File: src/rtl/weight_sink.sv
// weight_sink: drains one kernel of MEM_SIZE coefficients from a FWFT-style
// FIFO into a single-port RAM, writing each word in the cycle it is popped.
module weight_sink #(
  parameter int MEM_SIZE   = 9,
  parameter int DATA_WIDTH = 16,
  parameter int AW         = $clog2(MEM_SIZE)
) (
  input  logic                  ap_clk,
  input  logic                  ap_rst,
  input  logic                  start,
  input  logic [DATA_WIDTH-1:0] input_V_dout,
  input  logic                  input_V_empty_n,
  output logic                  input_V_read,
  output logic [AW-1:0]         weight_V_address0,
  output logic                  weight_V_ce0,
  output logic                  weight_V_we0,
  output logic [DATA_WIDTH-1:0] weight_V_d0,
  output logic                  busy,
  output logic                  loaded,
  output logic                  done
);

  typedef enum logic [1:0] {
    IDLE = 2'd0,
    LOAD = 2'd1,
    DONE = 2'd2
  } state_t;

  localparam logic [AW-1:0] LAST_ADDR = AW'(MEM_SIZE - 1);

  state_t        state_q;
  logic [AW-1:0] addr_q;
  logic          busy_q;
  logic          loaded_q;
  logic          done_q;

  // Pop strobe and RAM port are combinational so the write lands in the
  // same cycle the FIFO head is consumed; no skid register is needed.
  assign input_V_read      = (state_q == LOAD) && input_V_empty_n;
  assign weight_V_ce0      = input_V_read;
  assign weight_V_we0      = input_V_read;
  assign weight_V_d0       = input_V_dout;
  assign weight_V_address0 = addr_q;

  assign busy   = busy_q;
  assign loaded = loaded_q;
  assign done   = done_q;

  // Load sequencer: state, address counter and registered status flags.
  // NOTE: every register here uses <= so all flags see the pre-edge state.
  always_ff @(posedge ap_clk or posedge ap_rst) begin
    if (ap_rst) begin
      state_q  <= IDLE;
      addr_q   <= '0;
      busy_q   <= 1'b0;
      loaded_q <= 1'b0;
      done_q   <= 1'b0;
    end else begin
      done_q <= 1'b0;
      unique case (state_q)
        IDLE: begin
          if (start) begin
            state_q  <= LOAD;
            addr_q   <= '0;
            busy_q   <= 1'b1;
            loaded_q <= 1'b0;
          end
        end
        LOAD: begin
          // An empty FIFO simply holds the counter; stalls are unbounded.
          if (input_V_empty_n) begin
            if (addr_q == LAST_ADDR) begin
              state_q  <= DONE;
              addr_q   <= '0;
              busy_q   <= 1'b0;
              loaded_q <= 1'b1;
              done_q   <= 1'b1;
            end else begin
              addr_q <= addr_q + 1'b1;
            end
          end
        end
        DONE: begin
          state_q <= IDLE;
        end
        default: begin
          state_q <= IDLE;
          addr_q  <= '0;
          busy_q  <= 1'b0;
        end
      endcase
    end
  end

endmodule

File: config.mk
export PLATFORM = sky130hd
export DESIGN_NAME = weight_sink
export DESIGN_NICKNAME = d
export VERILOG_FILES = /design/src/rtl/weight_sink.sv
export SDC_FILE = /design/constraint.sdc
export NUM_CORES = 1
export LEC_CHECK = 0
export ABC_AREA = 1
export CORE_MARGIN = 2
export CORE_UTILIZATION = 30
export CTS_BUF_LIST = sky130_fd_sc_hd__clkbuf_4 sky130_fd_sc_hd__clkbuf_8
export DETAILED_ROUTE_END_ITERATION = 16
export GPL_TIMING_DRIVEN = 0
export PLACE_DENSITY = 0.75
export SLEW_MARGIN = 20
export SYNTH_ARGS = -nofsm -noshare
export SYNTH_HDL_FRONTEND = slang
export SYNTH_SLANG_ARGS = --single-unit
File: constraint.sdc
create_clock -name ap_clk -period 1.1 [get_ports ap_clk]
set_input_delay 0.165 -clock ap_clk [delete_from_list [all_inputs] [get_ports ap_clk]]
set_output_delay 0.165 -clock ap_clk [all_outputs]
set_load 0.02 [all_outputs]
==> results of run 1 <==
==> critical path: cells and delay by family (launching register included) <==
kind | cells | cell delay [ns]
DFF | 1 | 0.39
and+or+nand+nor | 2 | 0.13
buffers and inverters | 4 | 0.38
==> layout by cell type, fill, tap and decap left out <==
master and count:
nand3_1 3, nand2_1 12, o21ai_1 3, clkdlybuf4s50_1 19, nand4_1 2, inv_4 1
nor2_2 2, buf_4 25, clkbuf_4 4, or2_4 1, nor2_1 1, clkdlybuf4s15_2 3
nor2_4 1, dfrtp_2 2, clkdlybuf4s15_1 1, xor2_2 1, nand3_4 2, buf_6 5
inv_1 6, ha_4 2, nand3_2 1, nand2_4 3, dfrtp_1 7, clkinv_4 1
buf_2 4, nand2_2 3, inv_2 6
==> per-stage QoR <==
| stage | setup slack [ns] | utilization |
|---|---|---|
| after floorplan | -0.02286 | - |
| after global placement | -0.5563 | 0.5013 |
| after detailed placement | -0.5595 | 0.5013 |
| after CTS | -0.2337 | 0.5561 |
| after global routing | -0.2945 | 0.5797 |
| final | -0.2370 | 0.5797 |
==> routing by layer <==
| metal | part of all wire | routed length, um |
|---|---|---|
| met1 | 0.34 | 538 |
| met2 | 0.56 | 896 |
| met3 | 0.083 | 134 |
| met4 | 0.022 | 36 |
| met5 | 0 | 0 |
==> power groups by stage <==
stage / Sequential [W] / Combinational, W / Clock [W]
after global placement: 0.000602 / 0.00127 / 0
after floorplan: 0.000717 / 0.000738 / 0
final: 0.000582 / 0.00167 / 0.000292
after detailed placement: 0.000607 / 0.00132 / 0
after CTS: 0.000562 / 0.00155 / 0.000298
after global routing: 0.000601 / 0.00182 / 0.000306
==> repair_timing <==
action | in CTS | in global routing
buffers inserted | 8 | 3
gates cloned | 0 | 0
gates resized for setup | 47 | 7
endpoints found under the setup margin | 15 | 10
pin swaps | 2 | 5
==> worst max path at each step <==
stage                          from            to  slack [ns]  depth (start not counted)
2_1_floorplan  weight_V_address0[1]        loaded       -0.02                          7
3_3_place_gp        input_V_empty_n  weight_V_ce0       -0.56                          5
3_5_place_dp        input_V_empty_n  weight_V_ce0       -0.56                          5
4_1_cts                  state_q[0]  weight_V_ce0       -0.23                          6
5_1_grt                  state_q[0]  weight_V_we0       -0.29                          6
6_report                 state_q[0]  weight_V_ce0       -0.24                          6
==> cell families after synthesis <==
logic type / Yosys count / share of synthesized area
AO/OA/AOI/OAI: 3 / 0.02390
AND/OR/NAND/NOR: 31 / 0.2649
adder cells (fa/ha/maj): 2 / 0.03983
XOR/XNOR: 1 / 0.01395
buffers and inverters: 32 / 0.2988
flip-flops: 9 / 0.3586
==> state kept, by name, summed over array words and instances, names as in the netlist <==
register	cells
loaded	1
busy	1
state_q	2
weight_V_address0	4
done	1
==> layout make-up <==
cell class	count	area (um2)
Clock buffer	4	30.03
Buffer	18	142.6
Multi-Input combinational cell	37	287.8
Inverter	14	60.06
Timing Repair Buffer	39	355.3
Sequential cell	9	227.7
Tap cell	27	33.78
Fill cell	177	824.5
==> cell usage after synthesis <==
| cell | n | area, um2 |
|---|---|---|
| buf_4 | 18 | 135.1 |
| clkinv_1 | 1 | 3.750 |
| dfrtp_1 | 9 | 225.2 |
| ha_1 | 2 | 25.02 |
| inv_1 | 10 | 37.54 |
| inv_2 | 3 | 11.26 |
| nand2_1 | 13 | 48.80 |
| nand2_2 | 4 | 25.02 |
| nand2_4 | 1 | 11.26 |
| nand3_1 | 5 | 25.02 |
| nand3_2 | 1 | 10.01 |
| nand4_1 | 2 | 12.51 |
| nor2_1 | 2 | 7.510 |
| nor2_2 | 1 | 6.260 |
| nor2_4 | 1 | 11.26 |
| o21ai_1 | 3 | 15.01 |
| or2_4 | 1 | 8.760 |
| xor2_1 | 1 | 8.760 |
==> results_dict.tcl, run 1 <==
set metrics [dict create \
    outcome "finished, violations left" \
    violations "setup timing" \
    reg2reg_to "loaded" \
    tightest_slew_ns 0.3506 \
    gr-usage-met3 0.03333 \
    p_int_w 0.001438 \
    p_leak_nw 0.5780 \
    dp_hpwl_um 1155 \
    grt_max_degree 10 \
    clock-sinks 9 \
    die_x_um 49.76 \
    ys_seq_area_frac 0.3586 \
    critPathMaxStageDelay_ns 0.39 \
    peakVddDrop_v 0.0008750 \
    vias 612 \
    cp_data_arrival_time_ns 1.17 \
    path_max_fanout 4 \
    nets 144 \
    end_kind "primary output" \
    fin_crit_sh 1.215 \
    setup_tns_ns -0.8981 \
    cts_hold_buf 0 \
    p_per_area_mw_per_mm2 2234 \
    clkPwrFrac 0.115 \
    use_met2 0.2578 \
    max_freq_mhz 748.0 \
    viasPerCell 4.135 \
    grt_pass1_vias 619 \
    final_antenna_net_count 0 \
    fin_hold_ws_ns 0.1650 \
    cts_tree "yes" \
    reg2reg_depth 7 \
    antenna_found_initial 0 \
    finalPower_w 0.002541 \
    drive_above_1_share 0.5537 \
    use_met1 0.1248 \
    worst_path_max_delay_cell "dfrtp_1" \
    start_util 0.3202 \
    design_area_mm2 0.001137 \
    rows 16 \
    yosysUniqueCellTypes 18 \
    grt_pass1_wl_um 2490 \
    first_pass_iters 2 \
    gr-max-usage-layer "met2" \
    clock_latency_ns 0.27 \
    clock_path_buffers 2 \
    final_hold_viol_count 0 \
    synth_cells 78 \
    htreeDepth 1 \
    place_inst 134 \
    p_sw_w 0.001103 \
    dieHeight_um 49.76 \
    core_mm2 0.001962 \
    synth_area_um2 628.1 \
    yosysWarningCount 0 \
    clock_skew_ns 0.001367 \
    timing.max_cap.violations 0 \
    syn_area_per_cell_um2 8.053 \
    pwr-share-seq 0.229 \
    grt_usage 0.1347 \
    worstSetupPathType "reg -> out" \
    place_congestion 0.7778 \
    start_kind "flip-flop" \
    wirelength_um 1605 \
    cpMostUsedCell "buf_6" \
    synth-seq-cells 9 \
    port_buffers 29 \
    synth_fp_nets 100 \
    p_comb_frac 0.656 \
    rsz0062_at_grt "true" \
    wire_per_inst_um 10.84 \
    syn2layout_area_growth_pct 81.08 \
    cp_cell_sequence "inv_2 > nor2_4 > nand2_2 > clkinv_4 > buf_6 > buf_6" \
    setup_ws_ns -0.2370 \
    drt_iter0_drc 6 \
    grt-ovfl-total 0 \
    fin_crit_ns 1.337 \
    drc_errors 0 \
    ff2ff_setup_slack_ns -0.08 \
    swShare 0.4339 \
    r2r-start "weight_V_address0[0]" \
    final-setup-viol-count 9 \
    n_antenna_cell 0 \
    stdcell_count 148 \
    slew-limit-headroom 0.7660 \
    io_pins 46 \
    post_dp_cell_area_um2 983.4 \
    dieArea_mm2 0.002476 \
    hp-class "in -> async" \
    crit_required_ns 0.94 \
    clk_pin_slew_ns 0.06 \
    cts_buffers 3 \
    drv_slew 0 \
    cts-root-buf "clkbuf_4" \
]
Power figures use the tool's default switching activity.
==> inputs of run 2 (changes only) <==
- CTS_CLUSTER_DIAMETER: unset -> 80
==> results of run 2 <==
Final layout, timing and power as in run 1 (identical DEF).
==> inputs of run 3 (changes only) <==
- SLEW_MARGIN: 20 -> 0
==> results of run 3 <==
Final layout, timing and power as in run 1 (identical DEF).
